File: src/rtl/i2s_mic_pkg.sv
// Shared constants for the I2S microphone receiver.
// Default geometry and channel encoding used by the top and the bench.
package i2s_mic_pkg;

    localparam int SLOT_W_DEF     = 32;
    localparam int SAMPLE_W_DEF   = 24;
    localparam int FIFO_DEPTH_DEF = 4;

    localparam logic CH_LEFT  = 1'b0;
    localparam logic CH_RIGHT = 1'b1;

    typedef enum logic {
        SLOT_LEFT  = CH_LEFT,
        SLOT_RIGHT = CH_RIGHT
    } slot_e;

    function automatic logic chan_on(input logic [1:0] en, input logic ch);
        return en[ch];
    endfunction

endpackage

File: src/rtl/i2s_mic_rx_fifo.sv
// Small synchronous FIFO holding tagged samples.
// Pointers carry one extra wrap bit to tell full from empty.
module sync_fifo #(
    parameter int WIDTH = 25,
    parameter int DEPTH = 4
) (
    input  logic             clk,
    input  logic             reset,
    input  logic             push,
    input  logic             pop,
    input  logic [WIDTH-1:0] wdata,
    output logic [WIDTH-1:0] rdata,
    output logic             full,
    output logic             empty
);

    localparam int AW = $clog2(DEPTH);

    logic [WIDTH-1:0] mem [DEPTH];
    logic [AW:0]      wr_q, wr_d;
    logic [AW:0]      rd_q, rd_d;
    logic             do_push;
    logic             do_pop;

    // A full FIFO still accepts a write when the head leaves this cycle
    assign do_push = push & (~full | pop);
    assign do_pop  = pop & ~empty;

    assign empty = (wr_q == rd_q);
    assign full  = (wr_q[AW] != rd_q[AW]) &&
                   (wr_q[AW-1:0] == rd_q[AW-1:0]);
    assign rdata = mem[rd_q[AW-1:0]];

    always_comb begin
        wr_d = wr_q;
        rd_d = rd_q;
        if (do_push) wr_d = wr_q + 1'b1;
        if (do_pop)  rd_d = rd_q + 1'b1;
    end

    always_ff @(posedge clk) begin
        if (reset) begin
            wr_q <= '0;
            rd_q <= '0;
        end else begin
            wr_q <= wr_d;
            rd_q <= rd_d;
        end
    end

    always_ff @(posedge clk) begin
        if (do_push) mem[wr_q[AW-1:0]] <= wdata;
    end

endmodule

File: src/rtl/i2s_mic_rx.sv
// I2S microphone receiver: generates sck/ws from mclk, captures
// MSB-first samples per slot and queues them with a channel tag.
module i2s_mic_rx
    import i2s_mic_pkg::*;
#(
    parameter int SLOT_W     = SLOT_W_DEF,
    parameter int SAMPLE_W   = SAMPLE_W_DEF,
    parameter int FIFO_DEPTH = FIFO_DEPTH_DEF
) (
    input  logic                mclk,
    input  logic                reset,
    input  logic                enable,
    input  logic [1:0]          chan_en,
    output logic                sck,
    output logic                ws,
    input  logic                sd,
    output logic [SAMPLE_W-1:0] sample_data,
    output logic                sample_ch,
    output logic                sample_valid,
    input  logic                sample_ready,
    output logic                overflow,
    input  logic                clr_ovf
);

    localparam int CW = $clog2(SLOT_W);
    localparam logic [CW-1:0] LAST_BIT = CW'(SLOT_W - 1);
    localparam logic [CW-1:0] PUSH_BIT = CW'(SAMPLE_W);

    logic                sck_q, sck_d;
    logic                ws_q, ws_d;
    logic [CW-1:0]       cnt_q, cnt_d;
    logic [SAMPLE_W-1:0] sr_q, sr_d;
    logic                ovf_q, ovf_d;
    logic [SAMPLE_W-1:0] sr_nx;
    logic                fall;
    logic                in_word;
    logic                push;
    logic                pop;
    logic                drop;
    logic                full;
    logic                empty;
    logic [SAMPLE_W:0]   wdata;
    logic [SAMPLE_W:0]   rdata;

    // sd is launched off our own sck, so it is sampled directly
    assign fall    = enable & sck_q;
    assign sr_nx   = SAMPLE_W'({sr_q, sd});
    assign in_word = (cnt_q != '0) && (cnt_q <= PUSH_BIT);

    assign push  = fall && (cnt_q == PUSH_BIT) && chan_on(chan_en, ws_q);
    assign wdata = {ws_q, sr_nx};
    assign pop   = ~empty & sample_ready;
    assign drop  = push & full & ~pop;

    always_comb begin
        sck_d = sck_q;
        ws_d  = ws_q;
        cnt_d = cnt_q;
        sr_d  = sr_q;
        if (!enable) begin
            sck_d = 1'b0;
            ws_d  = SLOT_LEFT;
            cnt_d = '0;
            sr_d  = '0;
        end else begin
            sck_d = ~sck_q;
            if (sck_q) begin
                if (cnt_q == LAST_BIT) begin
                    cnt_d = '0;
                    ws_d  = ~ws_q;
                end else begin
                    cnt_d = cnt_q + 1'b1;
                end
                if (in_word) sr_d = sr_nx;
            end
        end
    end

    always_comb begin
        ovf_d = ovf_q;
        if (drop)         ovf_d = 1'b1;
        else if (clr_ovf) ovf_d = 1'b0;
    end

    always_ff @(posedge mclk) begin
        if (reset) begin
            sck_q <= 1'b0;
            ws_q  <= 1'b0;
            cnt_q <= '0;
            sr_q  <= '0;
            ovf_q <= 1'b0;
        end else begin
            sck_q <= sck_d;
            ws_q  <= ws_d;
            cnt_q <= cnt_d;
            sr_q  <= sr_d;
            ovf_q <= ovf_d;
        end
    end

    sync_fifo #(
        .WIDTH (SAMPLE_W + 1),
        .DEPTH (FIFO_DEPTH)
    ) u_fifo (
        .clk   (mclk),
        .reset (reset),
        .push  (push),
        .pop   (pop),
        .wdata (wdata),
        .rdata (rdata),
        .full  (full),
        .empty (empty)
    );

    assign sck          = sck_q;
    assign ws           = ws_q;
    assign overflow     = ovf_q;
    assign sample_valid = ~empty;
    assign sample_ch    = ~empty & rdata[SAMPLE_W];
    assign sample_data  = empty ? '0 : rdata[SAMPLE_W-1:0];

endmodule

File: config.mk
export PLATFORM = sky130hd
export DESIGN_NAME = i2s_mic_rx
export DESIGN_NICKNAME = d
export VERILOG_FILES = /design/src/rtl/i2s_mic_pkg.sv /design/src/rtl/i2s_mic_rx_fifo.sv /design/src/rtl/i2s_mic_rx.sv
export SDC_FILE = /design/constraint.sdc
export NUM_CORES = 1
export LEC_CHECK = 0
export ABC_AREA = 1
export BUFFER_PORTS_ARGS = -buffer_cell sky130_fd_sc_hd__buf_2
export CORE_MARGIN = 10
export CORE_UTILIZATION = 60
export CTS_CLUSTER_DIAMETER = 50
export DETAILED_ROUTE_END_ITERATION = 12
export HOLD_SLACK_MARGIN = 0.02
export PLACE_DENSITY = 0.79
export SLEW_MARGIN = 20
export SYNTH_ARGS = -nofsm -noshare
export SYNTH_HDL_FRONTEND = slang
export SYNTH_SLANG_ARGS = --single-unit
File: constraint.sdc
create_clock -name mclk -period 2.84 [get_ports mclk]
set_input_delay 0.284 -clock mclk [delete_from_list [all_inputs] [get_ports mclk]]
set_output_delay 0.284 -clock mclk [all_outputs]
set_load 0.05 [all_outputs]
### Word level (Yosys, flattened, before mapping)

Memory sizes are Yosys's and may differ from the RTL's. A register that Yosys moved wholly into a read port is not among the register bits.
Cells that the tools add are included.

| word-level totals | value |
|---|---|
| register bits after elaboration | 37 |
| logic and storage cells | 51 |
| bits in writable memories | 100 |
| bits of input ports | 8 |
| output and inout port bits | 29 |
| memories kept | 1 |

| cells by class | value |
|---|---|
| muxes and demuxes | 10 |
| magnitude comparators | 2 |
| $add $sub $neg | 3 |
| equality and inequality tests | 5 |
| bitwise operators | 14 |
| reduce and logical (&&, ||, !) cells | 9 |

Memories:

| memory | words | bits a word | rd ports | clocked after memory_dff | write ports | RTL line | text |
|---|---|---|---|---|---|---|---|
| u_fifo.mem | 4 | 25 | 1 | 1 | 1 | i2s_mic_rx_fifo.sv:19 | `logic [WIDTH-1:0] mem [DEPTH];` |

Operators with widths:

| cell | number |
|---|---|
| $mux W24 | 1 |
| $eq A5 B5 Y1 const B | 2 |
| $and A1 B1 Y1 | 7 |
| $add A3 B1 Y3 const B | 2 |
| $mux W1 | 6 |
| $not A1 Y1 | 6 |
| $add A5 B1 Y5 const B | 1 |
| $le A5 B5 Y1 const B | 1 |
| $mux W5 | 1 |
| $reduce_bool A5 Y1 | 1 |
| $logic_and A1 B1 Y1 | 4 |
| $mux W2 | 2 |
| $reduce_and A2 Y1 | 2 |
| $eq A3 B3 Y1 | 1 |
| $eq A2 B2 Y1 | 1 |
| $lt A1 B2 Y1 const B | 1 |
| $reduce_bool A2 Y1 | 1 |
| $reduce_or A2 Y1 | 1 |
| $ne A1 B1 Y1 | 1 |
| $or A1 B1 Y1 | 1 |

### Longest topological paths before layout

Gate-level depths: netlist of run 1.

| logic depth | value |
|---|---|
| depth in word-level cells | 7 |
| gate-level depth with buffers | 9 |
| depth with buffers taken out | 9 |

### Cells and area by module

Synthesis of run 1 repeated with hierarchy kept, for this count alone.

| unflattened totals | value |
|---|---|
| cell total of the unflattened synthesis | 577 |
| area, all modules | 5764.3 µm² |

Modules (own cells, without submodules):

| module | cells each | instances | area each (µm²) | sequential area each (µm²) |
|---|---|---|---|---|
| sync_fifo | 313 | 1 | 4159.0 | 3163.0 |
| i2s_mic_rx | 264 | 1 | 1605.3 | 620.6 |

### Worst setup path before layout of run 1

Ideal clock, no wire load.

| timing | value |
|---|---|
| path type | reg2reg |
| from | register sck_q, in the netlist sck |
| to | memory u_fifo.mem[2][0], enable pin |
| setup time | 0.407 ns |
| setup slack | 0.116 ns |
| path buffers | 1 |
| arrival time | 2.317 ns |
| stages on the path, launching flop included | 6 |
| required time | 2.433 ns |
| clock period less this slack | 2.724 ns |
| path through | dfxtp_1 buf_2 nand3_1 nor2_4 nand2_4 nor2_1 |

| on the way | value |
|---|---|
| longest elaborated chain between the ends | 6 |

RTL lines:

| what | RTL line | text |
|---|---|---|
| start: declaration | i2s_mic_rx.sv:29 | `logic sck_q, sck_d;` |
| start signal: assignment | i2s_mic_rx.sv:93 | `sck_q <= sck_d;` |
| $and A1 B1 Y1 | i2s_mic_rx.sv:46 | `assign fall = enable & sck_q;` |
| $logic_and A1 B1 Y1 (2 in series) | i2s_mic_rx.sv:50 | `assign push = fall && (cnt_q == PUSH_BIT) && chan_on(chan_en, ws_q);` |
| $and A1 B1 Y1 | i2s_mic_rx_fifo.sv:26 | `assign do_push = push & (~full \| pop);` |
| $mux W1 | i2s_mic_rx_fifo.sv:52 | `if (do_push) mem[wr_q[AW-1:0]] <= wdata;` |
| $mux W1 (not written as such) | i2s_mic_rx_fifo.sv:52 |  |
| end: declaration | i2s_mic_rx_fifo.sv:19 |  |

No other way between the ends.

### Worst setup path in the final report of run 1

| timing | value |
|---|---|
| from | register u_fifo.wr_q[1] |
| to | output sample_data[17] |

| on the way | value |
|---|---|
| longest elaborated chain between the ends | 2 |

RTL lines:

| what | RTL line | text |
|---|---|---|
| start: declaration | i2s_mic_rx_fifo.sv:20 | `logic [AW:0] wr_q, wr_d;` |
| start signal: assignment | i2s_mic_rx_fifo.sv:46 | `wr_q <= wr_d;` |
| $eq A3 B3 Y1 | i2s_mic_rx_fifo.sv:29 | `assign empty = (wr_q == rd_q);` |
| $mux W24 | i2s_mic_rx.sv:120 | `assign sample_data = empty ? '0 : rdata[SAMPLE_W-1:0];` |
| end: declaration | i2s_mic_rx.sv:17 | `output logic [SAMPLE_W-1:0] sample_data,` |

No other way between the ends.

==> metrics.csv, run 1 <==
metric,value,unit
ys_seq_area_frac,0.664,
hold_class,input port to flip-flop,
cp-end-kind,primary output,
grt_pass1_wl,18.8,mm
start_kind,flip-flop,
netlist_area,5700,µm²
fmax,408,MHz
setup_viol,0,
worstMarginPinSlew,0.662,ns
die_h,117,µm
status,"finished, final reports clean",
crit_family,simple AND/OR/NAND/NOR gates,
cts-root-buf,clkbuf_8,
slowest_delay,0.42,ns
clock_skew,0.0123,ns
crit_fanout,30,
rsz0062_at_grt,no,
met1_length,4.99,mm
num_rows,35,
finalCriticalPeriod,2.45,ns
crit_start,u_fifo.wr_q[1]$_SDFFE_PP0N_,
grt_pass1_vias,3713,
crit_type,flip-flop to primary output,
post-route-period-util,0.863,
layout-drive-gt1-share,0.182,
die-area,13800,µm²
cts_num_sinks,139,
worstSkewPairLatency,0.52,ns
crit_buf_inv,3,
routed.top_layer,met4,
path_cells,"inv_2, nand2_1, nand2_2, nor2_4, nand2_2, nand2_1, inv_1, buf_2",
yosysWarningCount,0,
hold_viol,0,
ir_drop,0.000497,V
clockBufferDepth,2,
drtAntennaViolNets,0,
cts_hold_buf,4,
max_cap_viol_count,0,
grt_max_degree,51,
r2r.worst_path.cells,9,
antenna_cells,0,
dpl.hpwl,6.38,mm
regArea,3780,µm²
postSynthCellCount,501,
cp.arrival,2.17,ns
num_io_pins,37,
dr_wl_met2,5.66,mm
cts_buffers,17,
io_buffers,36,
syn_to_final_growth,16.3,%
drt_first_pass_iters,4,
ys_seq_elements,139,
ys_types,27,
synth_nets,517,
leakagePower,2.58,nW
cts_tree,done,
wirelength,11.4,mm
htree_levels,4,
cts_setup_buffers,0,
place.gp.congestion,0.800,
post_cts_resized,0,
core_region_area,9240,µm²
drcViolationCount,0,
fillers,609,
max_slew_margin,0.557,
clk_pin_slew,0.06,ns
maxSlewViolCount,0,
overflow,0,
multi_input_area,1570,µm²
viasPerCell,5.49,
cellPowerDensity,669,nW/µm²
r2r-start,cnt_q[0]$_SDFFE_PP0P_,
wire_per_inst,16.6,µm
antenna_found_initial,0,
cp_data_required_time,2.56,ns
met3_length,593,µm
fin_nets,558,
worstSetupEndpoint,sample_data[17],
die_w,117,µm
critical_path_depth,8,
rr_endpoint,u_fifo.mem[3][8]$_DFFE_PP_,
tns,0,ns
grt_util_all_layers,0.166,
via_count,3756,
avgSynthCellArea,11.4,µm²
rrSetupSlack,0.86,ns
holdWs,0.101,ns
start_util,0.617,
drt-initial-drc-count,281,
crit_path_top_delay_cell,dfxtp_1,
utilization,0.717,
## worst min path at each step
stage | startpoint | end | slack, ns | cells after the start
finish | sample_ready | u_fifo.rd_q[2]$_SDFFE_PP0P_ | 0.10 | 3
global route | sample_ready | u_fifo.rd_q[2]$_SDFFE_PP0P_ | 0.12 | 3
CTS | sample_ready | u_fifo.rd_q[2]$_SDFFE_PP0P_ | 0.08 | 3
detailed placement | overflow$_SDFFE_PP0P_ | overflow$_SDFFE_PP0P_ | 0.45 | 2
global placement | overflow$_SDFFE_PP0P_ | overflow$_SDFFE_PP0P_ | 0.45 | 2
floorplan | reset | overflow$_SDFFE_PP0P_ | 0.35 | 1
## cell type report
class	count	area share
flip-flops and latches	139	0.571
multi-input cells	280	0.238
clock buffers	17	0.0625
repair buffers	51	0.0457
inverters	53	0.0300
clock inverters	15	0.0287
well taps	129	0.0244
## power by group
group | total (mW) | switching [mW] | internal [mW]
clock network | 2.22 | 0.863 | 1.36
logic | 0.0631 | 0.0467 | 0.0164
registers | 2.15 | 0.00143 | 2.15
total | 4.43 | 0.911 | 3.52
## cells in the final DEF, fill, tap and decap left out, types with 2 or more instances in the layout
cell type and count:
ha_1 8, o22ai_1 25, inv_2 5, nand4_1 24, dfxtp_1 38, inv_1 48, nand2_2 5, nor2_4 2
edfxtp_1 100, inv_6 4, nor2_1 35, nand2_1 73, nand3_2 2, o21ai_0 25, clkbuf_16 16, clkinvlp_4 3
xor2_1 3, nand3_1 8, nor2_2 5, clkinv_4 3, nor3_1 3, buf_4 11, buf_2 36, dlygate4sd3_1 4
a21oi_1 33, bufinv_16 3, mux2i_1 25
## per-layer routing
metal,vias up,track usage
met3,11,0.0388
li1,1843,-
met2,112,0.279
met4,0,0.0634
met1,1790,0.201
met5,-,0
## tightest hold or removal path: stages
cell and delay, ns:
buf_2 0.14, nand3_1 0.08, a21oi_1 0.06
## kinds of logic (layout without fill, tap and decap cells)
group | Yosys count | in the layout | share of synthesized area
and+or+nand+nor | 159 | 159 | 0.127
AOI/OAI and AO/OA | 85 | 85 | 0.0812
xor gates and xnor gates | 3 | 3 | 0.00461
adders and majority gates | 8 | 8 | 0.0176
buffers and inverters | 82 | 136 | 0.0617
DFF | 139 | 139 | 0.664
muxes | 25 | 25 | 0.0439
## Yosys cell counts
cell | instances | area [µm²]
nand2_4 | 1 | 11.3
a211oi_1 | 1 | 7.51
xor2_1 | 3 | 26.3
o21ai_0 | 25 | 125
buf_2 | 14 | 70.1
mux2i_1 | 25 | 250
nand3b_1 | 1 | 7.51
nand3_1 | 8 | 40.0
clkbuf_1 | 10 | 37.5
o21ai_2 | 1 | 8.76
nor2_2 | 1 | 6.26
inv_2 | 5 | 18.8
o22ai_1 | 25 | 156
inv_1 | 48 | 180
buf_6 | 2 | 22.5
nand4_1 | 24 | 150
buf_4 | 3 | 22.5
nand2_1 | 73 | 274
nand3_2 | 2 | 20.0
dfxtp_1 | 39 | 781
nor2_1 | 39 | 146
nor2_4 | 2 | 22.5
ha_1 | 8 | 100
nand2_2 | 5 | 31.3
a21oi_1 | 33 | 165
edfxtp_1 | 100 | 3000
nor3_1 | 3 | 15.0
## sequential cells by signal, summed over array words and instances, names as in the netlist, named ones only
name	cells
u_fifo.wr_q	3
sr_q	23
u_fifo.rd_q	3
cnt_q	5
overflow	1
ws	1
sck	1
u_fifo.mem	100
## stage by stage
step,instances,cell area [µm²],setup WS [ns],total power [mW]
6_report,684,6630,0.389,4.43
5_1_grt,684,6630,0.211,4.56
4_1_cts,684,6630,0.353,4.45
3_5_place_dp,648,5980,0.882,2.25
3_3_place_gp,648,5980,0.966,2.25
2_1_floorplan,501,5700,0.116,2.23
Note: power is estimated with default switching activity, not from simulation.
==> inputs of run 2 (changes only) <==
GPL_ROUTABILITY_DRIVEN = 0   (was default)
clock period = 2.35 ns   (was 2.84 ns; I/O delays follow)
==> metrics.csv, run 2 (same netlist as run 1, synthesis figures left out) <==
metric,value,unit,change
antenna_found_initial,0,,unchanged
cts_setup_buffers,0,,unchanged
worstSkewPairLatency,0.52,ns,about the same
cts_buffers,17,,unchanged
worstSetupEndpoint,sample_data[22],,was sample_data[17]
fin_nets,561,,was 558
core_region_area,9240,µm²,unchanged
r2r-start,cnt_q[0]$_SDFFE_PP0P_,,unchanged
maxSlewViolCount,0,,unchanged
viasPerCell,5.51,,was 5.49
setup_viol,0,,unchanged
fmax,459,MHz,
clockBufferDepth,2,,unchanged
crit_path_top_delay_cell,dfxtp_2,,was dfxtp_1
layout-drive-gt1-share,0.185,,was 0.182
stdcell_count,687,,was 684
rrSetupSlack,0.44,ns,was 0.86 ns
path_cells,"buf_4, o21ai_0, o22ai_2, nand2_1, inv_1, buf_2",,"was inv_2, nand2_1, nand2_2, nor2_4, nand2_2, nand2_1, inv_1, buf_2"
cp-end-kind,primary output,,unchanged
setup_ws,0.172,ns,was 0.389 ns
htree_levels,4,,unchanged
cts_num_sinks,139,,unchanged
status,"finished, final reports clean",,unchanged
antenna_cells,0,,unchanged
grt_pass1_wl,18.6,mm,was 18.8 mm
syn_to_final_growth,16.5,%,was 16.3%
regArea,3780,µm²,unchanged
dpl.hpwl,6.53,mm,was 6.38 mm
finalCriticalPeriod,2.18,ns,
num_rows,35,,unchanged
drt_first_pass_iters,6,,was 4
final_common_cell,edfxtp_1,,unchanged
post-route-period-util,0.927,,
cellPowerDensity,755,nW/µm²,was 669 nW/µm²
fillers,597,,was 609
io_buffers,36,,unchanged
multi_input_area,1590,µm²,was 1570 µm²
final_cell_mix,"100 x edfxtp_1, 73 x nand2_1, 48 x inv_1",,unchanged
die_w,117,µm,unchanged
die_h,117,µm,unchanged
start_util,0.617,,unchanged
grt_util_all_layers,0.166,,about the same
max_cap_viol_count,0,,unchanged
num_io_pins,37,,unchanged
drcViolationCount,0,,unchanged
wire_per_inst,16.4,µm,was 16.6 µm
cts_tree,done,,unchanged
place_ws,0.419,ns,was 0.882 ns
dp_cells,652,,was 648
die-area,13800,µm²,unchanged
leakagePower,2.59,nW,was 2.58 nW
max_slew_margin,0.646,,was 0.557
rr_endpoint,u_fifo.mem[3][8]$_DFFE_PP_,,unchanged
worstMarginPinSlew,0.531,ns,was 0.662 ns
hold_viol,0,,unchanged
crit_type,flip-flop to primary output,,unchanged
crit_fanout,16,,was 30
hold_class,input port to flip-flop,,unchanged
drt-initial-drc-count,274,,was 281
cp.arrival,1.94,ns,was 2.17 ns
grt_max_degree,51,,unchanged
rsz0062_at_grt,no,,unchanged
tns,0,ns,unchanged
wirelength,11.3,mm,was 11.4 mm
clock_skew,0.00961,ns,was 0.0123 ns
grt_pass1_vias,3783,,was 3713
r2r.worst_path.cells,9,,unchanged
drtAntennaViolNets,0,,unchanged
cp_data_required_time,2.12,ns,was 2.56 ns
ir_drop,0.000558,V,was 0.000497 V
slowest_delay,0.40,ns,was 0.42 ns
clk_pin_slew,0.06,ns,about the same
via_count,3782,,was 3756
cts-root-buf,clkbuf_8,,unchanged
start_kind,flip-flop,,unchanged
largest_register_ffs,100,,unchanged
overflow,0,,unchanged
[run 2: cell count changes in the layout (fill, tap and decap cells not counted), sizes merged]
cell	before	now
clkbuf	17	18
inv	58	53
buf	47	51
dlygate4sd3	4	3
clkinv	4	10
bufinv	3	1
[run 2: worst max-delay path, delay by kind of cell (launching register included)]
kind,cells,cell delay [ns]
AOI/OAI and AO/OA,2,0.37
buffers and inverters,3,0.57
DFF,1,0.40
and+or+nand+nor,1,0.09
[run 2: per-stage QoR]
stage	hold WS [ns]	utilization	cell area, µm²	power (mW)
floorplan	0.304	-	5700	2.70
global placement	0.448	0.656	6060	2.72
detailed placement	0.466	0.656	6060	2.72
CTS	0.0382	0.717	6620	5.02
global route	0.0565	0.718	6640	5.17
finish	0.0467	0.718	6640	5.01
[run 2: per-layer routing]
metal  wire length [µm]  vias up  track usage
li1                   -     1843            -
met3                638       22       0.0480
met5                  0        -            0
met4                179        0       0.0703
met1               4680     1797        0.191
met2               5780      120        0.280
[run 2: worst min path at each step]
stage / start / endpoint / slack [ns] / cells after the start
2_1_floorplan: reset / overflow$_SDFFE_PP0P_ / 0.30 / 1
3_3_place_gp: overflow$_SDFFE_PP0P_ / overflow$_SDFFE_PP0P_ / 0.45 / 2
3_5_place_dp: overflow$_SDFFE_PP0P_ / overflow$_SDFFE_PP0P_ / 0.47 / 2
4_1_cts: sample_ready / u_fifo.rd_q[2]$_SDFFE_PP0P_ / 0.04 / 3
5_1_grt: sample_ready / u_fifo.rd_q[2]$_SDFFE_PP0P_ / 0.06 / 3
6_report: sample_ready / u_fifo.rd_q[2]$_SDFFE_PP0P_ / 0.05 / 3
[run 2: layout make-up]
type                            count  area share
Sequential cell                   139       0.570
Multi-Input combinational cell    280       0.240
Clock buffer                       18      0.0630
Timing Repair Buffer               54      0.0562
Inverter                           53      0.0300
Tap cell                          129      0.0243
Clock inverter                     14      0.0162
[run 2: power breakdown]
group	switching [mW]	internal [mW]	total, mW
logic	0.0549	0.0193	0.0742
clock network	0.954	1.38	2.34
registers	0.00189	2.60	2.60
total	1.01	4.00	5.01
[run 2: timing repair]
item / in CTS / in global routing
gates resized for setup: 1 / 2
hold buffers: 3 / 0
endpoints found under the setup margin: 25 / 13
hold endpoints to repair: 9 / 0
==> inputs of run 3 (changes only) <==
BUFFER_PORTS_ARGS = default   (was -buffer_cell sky130_fd_sc_hd__buf_2)
DONT_BUFFER_PORTS = 1   (was default)
PLACE_DENSITY = 0.76   (was 0.79)
==> metrics.csv, run 3 (same netlist as run 1, synthesis figures left out) <==
metric,value,unit,change
cts_buffers,17,,unchanged
maxSlewViolCount,0,,unchanged
r2r.worst_path.cells,9,,unchanged
post-route-period-util,0.937,,was 0.927
drtAntennaViolNets,0,,unchanged
cts_num_sinks,139,,unchanged
fin_nets,555,,was 561
syn_to_final_growth,23.4,%,was 16.5%
holdWs,0.0872,ns,was 0.0467 ns
wire_per_inst,18.6,µm,was 16.4 µm
max_cap_viol_count,0,,unchanged
rsz0062_at_grt,no,,unchanged
worstSkewPairLatency,0.52,ns,about the same
power.total,5.42,mW,was 5.01 mW
cp-end-kind,primary output,,unchanged
cellPowerDensity,770,nW/µm²,was 755 nW/µm²
die-area,13800,µm²,unchanged
core_region_area,9240,µm²,unchanged
start_util,0.617,,unchanged
cp.arrival,1.97,ns,was 1.94 ns
grt_pass1_vias,3845,,was 3783
htree_levels,4,,unchanged
r2r-start,cnt_q[0]$_SDFFE_PP0P_,,unchanged
start_kind,flip-flop,,unchanged
antenna_found_initial,0,,unchanged
max_slew_margin,0.654,,was 0.646
status,"finished, final reports clean",,unchanged
wirelength,12.6,mm,was 11.3 mm
crit_fanout,50,,was 16
drt_first_pass_iters,6,,unchanged
fillers,545,,was 597
final_common_cell,edfxtp_1,,unchanged
cts-root-buf,clkbuf_8,,unchanged
hold_class,input port to flip-flop,,unchanged
die_h,117,µm,unchanged
cp_data_required_time,2.12,ns,about the same
layout-drive-gt1-share,0.176,,was 0.185
num_io_pins,37,,unchanged
die_w,117,µm,unchanged
overflow,0,,unchanged
antenna_cells,0,,unchanged
via_count,3890,,was 3782
ir_drop,0.000698,V,was 0.000558 V
dpl.hpwl,7.51,mm,was 6.53 mm
drt-initial-drc-count,478,,was 274
hold-path-cell-count,4,,was 3
finalCriticalPeriod,2.20,ns,was 2.18 ns
worstMarginPinSlew,0.519,ns,was 0.531 ns
drcViolationCount,0,,unchanged
clk_pin_slew,0.06,ns,about the same
rr_endpoint,u_fifo.mem[3][6]$_DFFE_PP_,,was u_fifo.mem[3][8]$_DFFE_PP_
hold_viol,0,,unchanged
final_cell_mix,"100 x edfxtp_1, 73 x nand2_1, 48 x inv_1",,unchanged
grt_util_all_layers,0.182,,was 0.166
leakagePower,2.65,nW,was 2.59 nW
min_from,enable,,was sample_ready
crit_type,flip-flop to primary output,,unchanged
io_buffers,0,,was 36
fmax,454,MHz,was 459 MHz
setup_viol,0,,unchanged
grt_max_degree,51,,unchanged
viasPerCell,5.71,,was 5.51
clock_skew,0.00722,ns,was 0.00961 ns
clockBufferDepth,2,,unchanged
rrSetupSlack,0.22,ns,was 0.44 ns
largest_register_ffs,100,,unchanged
cts_tree,done,,unchanged
holdPathEnd,u_fifo.wr_q[1]$_SDFFE_PP0N_,,was u_fifo.rd_q[2]$_SDFFE_PP0P_
num_rows,35,,unchanged
grt_pass1_wl,20.3,mm,was 18.6 mm
run 3: worst max-delay path by stage:
stage / from / endpoint / slack (ns)
finish: flip-flop / sample_data[17] / 0.15
floorplan: sck$_SDFF_PP0_ / u_fifo.mem[1][0]$_DFFE_PP_ / -0.37
detailed placement: cnt_q[0]$_SDFFE_PP0P_ / u_fifo.mem[3][12]$_DFFE_PP_ / 0.30
CTS: flip-flop / sample_data[17] / 0.12
global placement: cnt_q[0]$_SDFFE_PP0P_ / u_fifo.mem[3][11]$_DFFE_PP_ / 0.39
global route: flip-flop / sample_data[17] / 0.04
run 3: worst max-delay path: stages (launching register included):
cell and delay [ns]:
dfxtp_2 0.36, buf_12 0.26, o21ai_0 0.17, o22ai_1 0.27
nand2_1 0.09, inv_1 0.11, buf_12 0.14
run 3: per-stage QoR:
stage / cell area, µm² / setup TNS (ns) / std cells / util / setup WS (ns)
floorplan: 5700 / -37.41 / 501 / - / -0.374
global placement: 6380 / 0 / 645 / 0.690 / 0.394
detailed placement: 6380 / 0 / 645 / 0.690 / 0.300
CTS: 7030 / 0 / 681 / 0.761 / 0.117
global route: 7030 / 0 / 681 / 0.761 / 0.0433
finish: 7030 / 0 / 681 / 0.761 / 0.148
run 3: layout make-up:
type / instances / area, µm² / share of cell area
clock buffers: 18 / 418 / 0.0594
inverters: 53 / 199 / 0.0283
well taps: 129 / 161 / 0.0229
repair buffers: 48 / 696 / 0.0989
flip-flops and latches: 139 / 3790 / 0.538
clock inverters: 14 / 195 / 0.0277
multi-input cells: 280 / 1580 / 0.224
run 3: report_power, final:
| part | internal [mW] | leakage [nW] | switching (mW) |
|---|---|---|---|
| sequential | 2.60 | 1.31 | 0.00170 |
| clock | 1.73 | 0.289 | 1.02 |
| combinational | 0.0194 | 1.05 | 0.0526 |
| total | 4.34 | 2.65 | 1.07 |
run 3: repair_timing:
action                                  4_1_cts  5_1_grt
endpoints found under the setup margin        8        0
hold buffers                                  4        0
resized for setup                             1        0
endpoints found under the hold margin        14        0
setup buffers                                 0        0
run 3: per-layer routing:
layer  GRT usage  routed length, µm  vias to the layer above
met5           0                  0                        -
met4      0.0781                267                        0
met3      0.0436                800                       34
met2       0.294               6300                      153
met1       0.227               5270                     1870
li1            -                  -                     1833
